`src/rtl/quad_pkg.sv`:
```
// Shared types for the quadrature step decoder:
// FSM states, 2-bit phase codes and direction helpers.
package quad_pkg;

  typedef enum logic {
    INIT,
    TRACK
  } state_t;

  localparam logic [1:0] PH_00 = 2'b00;
  localparam logic [1:0] PH_10 = 2'b10;
  localparam logic [1:0] PH_11 = 2'b11;
  localparam logic [1:0] PH_01 = 2'b01;

  // {a,b}: up order is 00 -> 10 -> 11 -> 01 -> 00
  function automatic logic is_up(
    input logic [1:0] prev,
    input logic [1:0] cur
  );
    return (prev == PH_00 && cur == PH_10) ||
           (prev == PH_10 && cur == PH_11) ||
           (prev == PH_11 && cur == PH_01) ||
           (prev == PH_01 && cur == PH_00);
  endfunction

  function automatic logic is_down(
    input logic [1:0] prev,
    input logic [1:0] cur
  );
    return (prev == PH_00 && cur == PH_01) ||
           (prev == PH_01 && cur == PH_11) ||
           (prev == PH_11 && cur == PH_10) ||
           (prev == PH_10 && cur == PH_00);
  endfunction

endpackage

```
`src/rtl/quad_chan_filter.sv`:
```
// One encoder channel: SYNC_STAGES synchroniser then a
// FILT_LEN-cycle deglitcher. Ports: clk, clear, raw, bypass, filt.
module quad_chan_filter #(
  parameter int SYNC_STAGES = 2,
  parameter int FILT_LEN    = 4
) (
  input  logic clk,
  input  logic clear,
  input  logic raw,
  input  logic bypass,
  output logic filt
);

  localparam int CW =
    (FILT_LEN > 1) ? $clog2(FILT_LEN) : 1;
  localparam logic [CW-1:0] CNT_MAX =
    CW'(FILT_LEN - 1);

  logic [SYNC_STAGES-1:0] sh;
  logic [CW-1:0]          cnt;
  logic                   sync;

  assign sync = sh[SYNC_STAGES-1];

  always_ff @(posedge clk or posedge clear) begin
    if (clear) begin
      sh   <= '0;
      cnt  <= '0;
      filt <= 1'b0;
    end else begin
      sh <= {sh[SYNC_STAGES-2:0], raw};
      if (bypass) begin
        filt <= sync;
        cnt  <= '0;
      end else if (sync == filt) begin
        cnt <= '0;
      end else if (cnt == CNT_MAX) begin
        // new level held long enough
        filt <= sync;
        cnt  <= '0;
      end else begin
        cnt <= cnt + 1'b1;
      end
    end
  end

endmodule

```
`src/rtl/quad_step_decoder.sv`:
```
// Quadrature A/B front end: sync + deglitch, 4x decode to step/up_down,
// illegal-transition err pulse and saturating err_cnt. clear = async reset.
module quad_step_decoder
  import quad_pkg::*;
#(
  parameter int SYNC_STAGES = 2,
  parameter int FILT_LEN    = 4,
  parameter int ERR_W       = 8
) (
  input  logic             clk,
  input  logic             clear,
  input  logic             qa,
  input  logic             qb,
  input  logic             en,
  input  logic             err_clr,
  output logic             step,
  output logic             up_down,
  output logic             err,
  output logic [ERR_W-1:0] err_cnt
);

  localparam int INIT_LEN = SYNC_STAGES + FILT_LEN;
  localparam int IW       = $clog2(INIT_LEN + 1);
  localparam logic [IW-1:0] INIT_LAST =
    IW'(INIT_LEN - 1);

  state_t      state;
  logic [IW-1:0] init_cnt;
  logic        filt_a;
  logic        filt_b;
  logic [1:0]  prv;
  logic [1:0]  cur;
  logic        track;
  logic        up;
  logic        dn;
  logic        bad;

  assign track = (state == TRACK);

  quad_chan_filter #(
    .SYNC_STAGES (SYNC_STAGES),
    .FILT_LEN    (FILT_LEN)
  ) u_filt_a (
    .clk    (clk),
    .clear  (clear),
    .raw    (qa),
    .bypass (!track),
    .filt   (filt_a)
  );

  quad_chan_filter #(
    .SYNC_STAGES (SYNC_STAGES),
    .FILT_LEN    (FILT_LEN)
  ) u_filt_b (
    .clk    (clk),
    .clear  (clear),
    .raw    (qb),
    .bypass (!track),
    .filt   (filt_b)
  );

  assign cur = {filt_a, filt_b};
  assign up  = is_up(prv, cur);
  assign dn  = is_down(prv, cur);
  // both channels moving at once: direction unknown
  assign bad = ((prv ^ cur) == 2'b11);

  always_ff @(posedge clk or posedge clear) begin
    if (clear) begin
      state    <= INIT;
      init_cnt <= '0;
      prv      <= PH_00;
      step     <= 1'b0;
      err      <= 1'b0;
      up_down  <= 1'b1;
      err_cnt  <= '0;
    end else begin
      prv  <= cur;
      step <= track && en && (up || dn);
      err  <= track && en && bad;

      // direction follows the pins even while muted
      if (track && up) begin
        up_down <= 1'b1;
      end else if (track && dn) begin
        up_down <= 1'b0;
      end

      if (err_clr) begin
        err_cnt <= '0;
      end else if (track && en && bad &&
                   err_cnt != '1) begin
        err_cnt <= err_cnt + 1'b1;
      end

      unique case (state)
        INIT: begin
          if (init_cnt == INIT_LAST) begin
            state <= TRACK;
          end else begin
            init_cnt <= init_cnt + 1'b1;
          end
        end
        TRACK: begin
          state <= TRACK;
        end
        default: begin
          state <= INIT;
        end
      endcase
    end
  end

endmodule

```
`config.mk`:
```
export PLATFORM = sky130hd
export DESIGN_NAME = quad_step_decoder
export DESIGN_NICKNAME = d
export VERILOG_FILES = /design/src/rtl/quad_pkg.sv /design/src/rtl/quad_chan_filter.sv /design/src/rtl/quad_step_decoder.sv
export SDC_FILE = /design/constraint.sdc
export NUM_CORES = 1
export LEC_CHECK = 0
export ABC_AREA = 1
export CORE_UTILIZATION = 49
export DETAILED_ROUTE_END_ITERATION = 10
export PLACE_DENSITY_LB_ADDON = 0.12
export SYNTH_ARGS = -nofsm -noshare
export SYNTH_HDL_FRONTEND = slang
export SYNTH_HIERARCHICAL = 1
export SYNTH_SLANG_ARGS = --single-unit
```
`constraint.sdc`:
```
create_clock -name clk -period 1.15 [get_ports clk]
set_input_delay 0.115 -clock clk [delete_from_list [all_inputs] [get_ports clk]]
set_output_delay 0.115 -clock clk [all_outputs]
set_load 0.03 [all_outputs]
```
==> results of run 1 <==
-- worst min path at each step --
stage | endpoint | slack (ns) | cells after the start | from
final | u_filt_a/filt$_DFFE_PP0P_ | 0.03 | 2 | clear
after CTS | u_filt_b/cnt[1]$_DFF_PP0_ | 0.02 | 2 | clear
after detailed placement | u_filt_b/sh[1]$_DFF_PP0_ | 0.34 | 0 | u_filt_b/sh[0]$_DFF_PP0_
after global placement | u_filt_a/sh[1]$_DFF_PP0_ | 0.33 | 0 | u_filt_a/sh[0]$_DFF_PP0_
after floorplan | u_filt_a/cnt[0]$_DFF_PP0_ | -0.11 | 1 | clear
after global routing | u_filt_a/sh[0]$_DFF_PP0_ | 0.05 | 2 | clear
-- report_power, final --
| group | switching [mW] | internal (mW) |
|---|---|---|
| sequential | 0.190 | 1.20 |
| clock | 0.274 | 0.130 |
| combinational | 0.986 | 0.703 |
| total | 1.45 | 2.03 |
-- layer usage --
metal  vias to the layer above  global-route usage, %  wire, µm
met5                         -                      0         0
met4                         0                  5.575        36
met3                         4                  5.581        92
met2                        22                  32.70      1488
met1                       592                  26.16      1327
li1                        606                      -         -
-- through the flow --
stage          cells  power, mW  cell area, µm²  util (%)
2_1_floorplan    171      2.544            1440         -
3_3_place_gp     228      2.901            1684     61.07
3_5_place_dp     228      2.981            1684     61.07
4_1_cts          236      3.443            1787     64.79
5_1_grt          240      3.735            1871     67.83
6_report         240      3.479            1871     67.83
-- repair_timing --
item / 4_1_cts / 5_1_grt
pin swaps: 3 / 4
setup buffers: 3 / 4
resized for setup: 15 / 18
cloned: 1 / 0
endpoints found under the setup margin: 16 / 21
-- placed cells by master, fill, tap and decap left out, drive strengths merged --
master         count
nand2             57
buf               29
dfrtp             26
nor2              24
inv               22
nand3             17
clkdlybuf4s50      5
ha                 5
clkbuf             4
xor2               3
a21oi              3
xnor2              3
o21ai              3
o21bai             2
nor3               1
o211ai             1
nor4               1
clkinv             1
clkdlybuf4s15      1
dfstp              1
-- registers in the layout, indices dropped and copies added, names as in the netlist --
signal	flops
err	1
err_cnt	8
init_cnt	3
prv	2
state	1
step	1
u_filt_a/cnt	2
u_filt_a/filt	1
u_filt_a/sh	2
u_filt_b/cnt	2
u_filt_b/filt	1
u_filt_b/sh	2
up_down	1
-- logic make-up (layout without fill, tap and decap cells) --
logic type	after synthesis	in the layout	synth area share, %
xor gates and xnor gates	6	6	3.701
buffers and inverters	25	62	8.106
adders and majority gates	5	5	4.405
AOI/OAI and AO/OA	9	9	3.700
and+or+nand+nor	99	100	32.42
DFF	27	27	47.67
-- layout make-up --
class	instances	area [µm²]	area share, %
Clock inverter	1	5.005	0.2676
Sequential cell	27	681.9	36.45
Tap cell	31	38.79	2.074
Inverter	22	85.08	4.549
Multi-Input combinational cell	120	704.4	37.66
Timing Repair Buffer	36	332.8	17.79
Clock buffer	3	22.52	1.204
-- worst max-delay path: stages (launching register included) --
cell,delay [ns]
dfrtp_2,0.45
ha_4,0.18
nand3_4,0.09
inv_2,0.05
nand2_4,0.07
nand3_4,0.13
nand2_8,0.13
nand2_1,0.07
nand2_1,0.06
==> metrics.cfg, run 1 <==
[critical_path]
arrival_ns = 1.56
crit_type = reg -> reg
crit_path_end_kind = register
cp-startpoint = err_cnt[1]$_DFFE_PP0P_
critPathMaxFanout = 8
critPathLaunchType = register
r2r_cells = 8
critPathRequiredTime_ns = 1.42
rr_startpoint = err_cnt[1]$_DFFE_PP0P_
setup.worst_path.end = err_cnt[4]$_DFFE_PP0P_
r2r-end = err_cnt[4]$_DFFE_PP0P_
regToRegSetupSlack_ns = -0.14

[placement]
pre_cts_slack_ns = -0.1558
gp_congestion = 0.8244
io_buffers = 16
dp_hpwl_um = 2052

[worst_hold_path]
hold_path_class = in -> async

[global_routing]
grt_pass1_vias = 1145
grt_pass1_wl_um = 4871
grt_use_total_pct = 19.95
antenna_found_initial = 0
grt_overflow = 0
grt_max_degree = 18

[sta]
hold_viol = 0
fin_crit_sh_pct = 111.9
fin_setup_tns_ns = -0.9429
tightest_slew_ns = 0.2286
fin_ws_ns = -0.1366
fmax_ghz = 0.7772
slew_headroom_pct = 84.62
grt_setup_unrepaired = true
whs_ns = 0.02542
layout_min_cycle_time_ns = 1.287
drv_slew = 0
setup_viol = 12
fin_skew_ns = 0.001320

[logic_synthesis]
synth_top_area_cell = dfrtp_1
synth_edf_count = 0
synthTopCellsByArea = dfrtp_1, nand2_1, nand3_1, inv_1, ha_1
synth_most_common_cell = nand2_1
synth_cell_types = 25
avgSynthCellArea_um2 = 8.305
synthFlopType = dfrtp_1
yosysSeqAreaShare_pct = 47.67
syn_area_um2 = 1420
synth_commonest_cells = nand2_1, dfrtp_1, inv_1
synth_seq_cells = 27
syn_nets = 182
ys_async_sr_fraction_pct = 100.0
synth_top_area_share_pct = 45.81
yosysWarnings = 6
synthCells = 171

[floorplan]
fp-row-count = 19
initial_core_util_pct = 51.50
top_level_ports = 17
die-area_um2 = 3118
die_h_um = 55.84
core_um2 = 2758
fp.dieW_um = 55.84

[cts]
cts_htree_levels = 1
path_clk_slew_ns = 0.14
clock_path_buffers = 2
cts_tree = yes
cts_buffers = 3
cts_hold_buf = 0
clk_latency_ns = 0.32
cts_num_sinks = 27
root_buffer = clkbuf_4

[status]
status = complete, but fails checks
violations = setup timing

[routing]
drc_errors = 0
wirelength_um = 2944
firstDrtPassIters = 4
vias = 1224
vias_per_cell = 5.100
wire_per_inst_um = 12.27
ant_nets = 0
dr.first_iter.drc_count = 27

[cells_and_area]
antennaDiodeCount = 0
syn_to_final_growth_pct = 31.72
nFillCells = 229
fin_nets = 221
drive_above_1_share_pct = 33.49

[power_and_ir_drop]
ir_drop_uv = 1929
powerDensity_nw_per_um2 = 1860
leakage_nw = 0.9471

[run]
cap_violations = 0

(Power assumes the default switching activity.)
==> run 2, diff against run 1 <==
--- a/config.mk
+++ b/config.mk
@@ -6,8 +6,11 @@
 export NUM_CORES = 1
 export LEC_CHECK = 0
 export ABC_AREA = 1
+export CAP_MARGIN = 20
+export CORE_MARGIN = 3
 export CORE_UTILIZATION = 49
 export DETAILED_ROUTE_END_ITERATION = 10
+export GPL_ROUTABILITY_DRIVEN = 0
 export PLACE_DENSITY_LB_ADDON = 0.12
 export SYNTH_ARGS = -nofsm -noshare
 export SYNTH_HDL_FRONTEND = slang
==> metrics.cfg, run 2 (synthesis results as in run 1) <==
[routing]
dr.first_iter.drc_count = 29  ; +7.4%
vias = 1242  ; +1.5%
wl_met2_um = 1506  ; +1.2%
highest_layer = met4
wl_met1_um = 1331  ; +0.30%
drc_errors = 0  ; unchanged
firstDrtPassIters = 4  ; unchanged
ant_nets = 0  ; unchanged
wirelength_um = 2995  ; +1.7%
wl_met3_um = 114  ; +24%
vias_per_cell = 5.175  ; +1.5%
wire_per_inst_um = 12.48  ; +1.7%

[global_routing]
grt_pass1_wl_um = 4809  ; -1.3%
grt_pass1_vias = 1184  ; +3.4%
antenna_found_initial = 0  ; unchanged
grt_use_total_pct = 17.76  ; -2.2 points
grt_overflow = 0  ; unchanged
grt_max_degree = 18  ; unchanged

[critical_path]
slowest_delay_ns = 0.45  ; about the same
arrival_ns = 1.49  ; -0.07 ns
critPathRequiredTime_ns = 1.41  ; about the same
crit_chain = ha_4, nand3_4, inv_2, nand2_4, nand3_4, nand2_4, nand2_1, nand2_1
crit_type = reg -> reg
cp_slowest_cell = dfrtp_2
critPathMaxFanout = 8  ; unchanged
cpLargestDelayFamily = simple AND/OR/NAND/NOR gates
critPathLaunchType = register
crit_path_end_kind = register
critPathBufInv = 1  ; unchanged

[sta]
grt_setup_unrepaired = true
setup_viol = 10  ; -2
layout_min_cycle_time_ns = 1.224  ; -0.06211 ns
fin_ws_ns = -0.07448  ; +0.06211 ns
fin_setup_tns_ns = -0.5501  ; +0.3928 ns
slew_headroom_pct = 85.04  ; +0.42 points
tightest_slew_ns = 0.2224  ; -0.006211 ns
hold_viol = 0  ; unchanged
fin_crit_sh_pct = 106.5  ; -5.4 points
fmax_ghz = 0.8167  ; +5.1%
drv_slew = 0  ; unchanged
fin_skew_ns = 0.01800  ; +0.01668 ns
whs_ns = 0.1964  ; +0.1710 ns

[placement]
placed_cells = 227  ; -0.44%
dp_hpwl_um = 2071  ; +0.93%
io_buffers = 16  ; unchanged
pre_cts_slack_ns = -0.1463  ; +0.009523 ns

[cells_and_area]
nFillCells = 208  ; -9.2%
fin_nets = 222  ; +0.45%
largest_register_ffs = 8  ; unchanged
mostFrequentLayoutCells = nand2_1, dfrtp_1, inv_1
syn_to_final_growth_pct = 31.98
fin_cells = 240  ; unchanged
top_register = err_cnt
final_common_cell = nand2_1
antennaDiodeCount = 0  ; unchanged
reg_top3 = err_cnt: 8 flops, init_cnt: 3 flops
drive_above_1_share_pct = 33.33  ; -0.16 points

[floorplan]
die-area_um2 = 3580  ; +15%
fp-row-count = 18  ; -1
die_h_um = 59.84  ; +7.2%
core_um2 = 2613  ; -5.3%
top_level_ports = 17  ; unchanged
initial_core_util_pct = 54.36  ; +2.9 points
fp.dieW_um = 59.84  ; +7.2%

[worst_hold_path]
hold_path_class = in -> reg

[power_and_ir_drop]
ir_drop_uv = 1840  ; -4.6%
power_mw = 3.659  ; +5.2%
p_sw_mw = 1.538  ; +6.1%
seq_power_share_pct = 38.0  ; -1.9 points
leakage_nw = 0.9511  ; +0.42%
power_frac_comb_pct = 50.5  ; +2.0 points
p_sw_share_pct = 42.02  ; +0.37 points
powerDensity_nw_per_um2 = 1952  ; +5.0%
p_int_mw = 2.121  ; +4.5%
clkPwrFrac_pct = 11.6  ; about the same

[run]
cap_violations = 0  ; unchanged

[cts]
clk_latency_ns = 0.33  ; about the same
cts_buffers = 3  ; unchanged
cts_htree_levels = 1  ; unchanged
root_buffer = clkbuf_4
path_clk_slew_ns = 0.16  ; +0.02 ns
cts_num_sinks = 27  ; unchanged
clock_path_buffers = 2  ; unchanged
cts_tree = yes

[status]
violations = setup timing
status = complete, but fails checks

-- run 2: cell types whose count changed in the layout (fill, tap and decap cells not counted), sizes merged --
cell         change
buf              +1
dlygate4sd3      +1
clkinvlp         +1
clkinv           -1
clkbuf           -1
-- run 2: final cells by class --
cell class	count	area, µm²	share of cell area (%)
timing repair buffer	37	346.6	18.49
tap	30	37.54	2.003
multi-input combinational	120	693.2	36.98
clock buffer	3	22.52	1.202
inverter	22	85.08	4.539
clock inverter	1	7.507	0.4005
sequential	27	681.9	36.38
-- run 2: final timing paths --
| check | startpoint | end | slack, ns | cells after the start |
|---|---|---|---|---|
| max | err_cnt[0]$_DFFE_PP0P_ | err_cnt[2]$_DFFE_PP0P_ | -0.07 | 8 |
| min | qa | u_filt_a/sh[0]$_DFF_PP0_ | 0.20 | 1 |
| max reg2reg | err_cnt[0]$_DFFE_PP0P_ | err_cnt[2]$_DFFE_PP0P_ | -0.07 | 8 |
| min reg2reg | u_filt_a/sh[0]$_DFF_PP0_ | u_filt_a/sh[1]$_DFF_PP0_ | 0.37 | 0 |
| max in group asynchronous | clear | up_down$_DFFE_PP1P_ | 0.21 | 4 |
| min in group asynchronous | clear | u_filt_b/cnt[0]$_DFF_PP0_ | 0.56 | 3 |
-- run 2: power groups by stage --
stage	combinational (mW)	clock, mW	sequential [mW]
6_report	1.85	0.424	1.39
3_5_place_dp	1.58	0	1.39
4_1_cts	1.67	0.432	1.37
3_3_place_gp	1.52	0	1.38
2_1_floorplan	0.964	0	1.58
5_1_grt	2.04	0.475	1.42
-- run 2: stage by stage --
stage / utilization (%) / cell area (µm²)
after floorplan: - / 1440
after global placement: 64.42 / 1683
after detailed placement: 64.42 / 1683
after CTS: 68.44 / 1788
after global routing: 71.74 / 1874
final: 71.74 / 1874
-- run 2: timing repair --
| action | 4_1_cts | 5_1_grt |
|---|---|---|
| gates cloned | 1 | 0 |
| resized for setup | 19 | 16 |
| setup endpoints to repair | 16 | 20 |
| pin swaps | 4 | 5 |
| buffers inserted | 2 | 5 |
| hold buffers | 0 | 1 |
| endpoints found under the hold margin | 0 | 1 |
-- run 2: routing by layer --
metal | GRT usage (%) | up-vias
met2 | 30.09 | 28
li1 | - | 611
met5 | 0 | -
met1 | 22.36 | 597
met3 | 2.592 | 6
met4 | 7.595 | 0
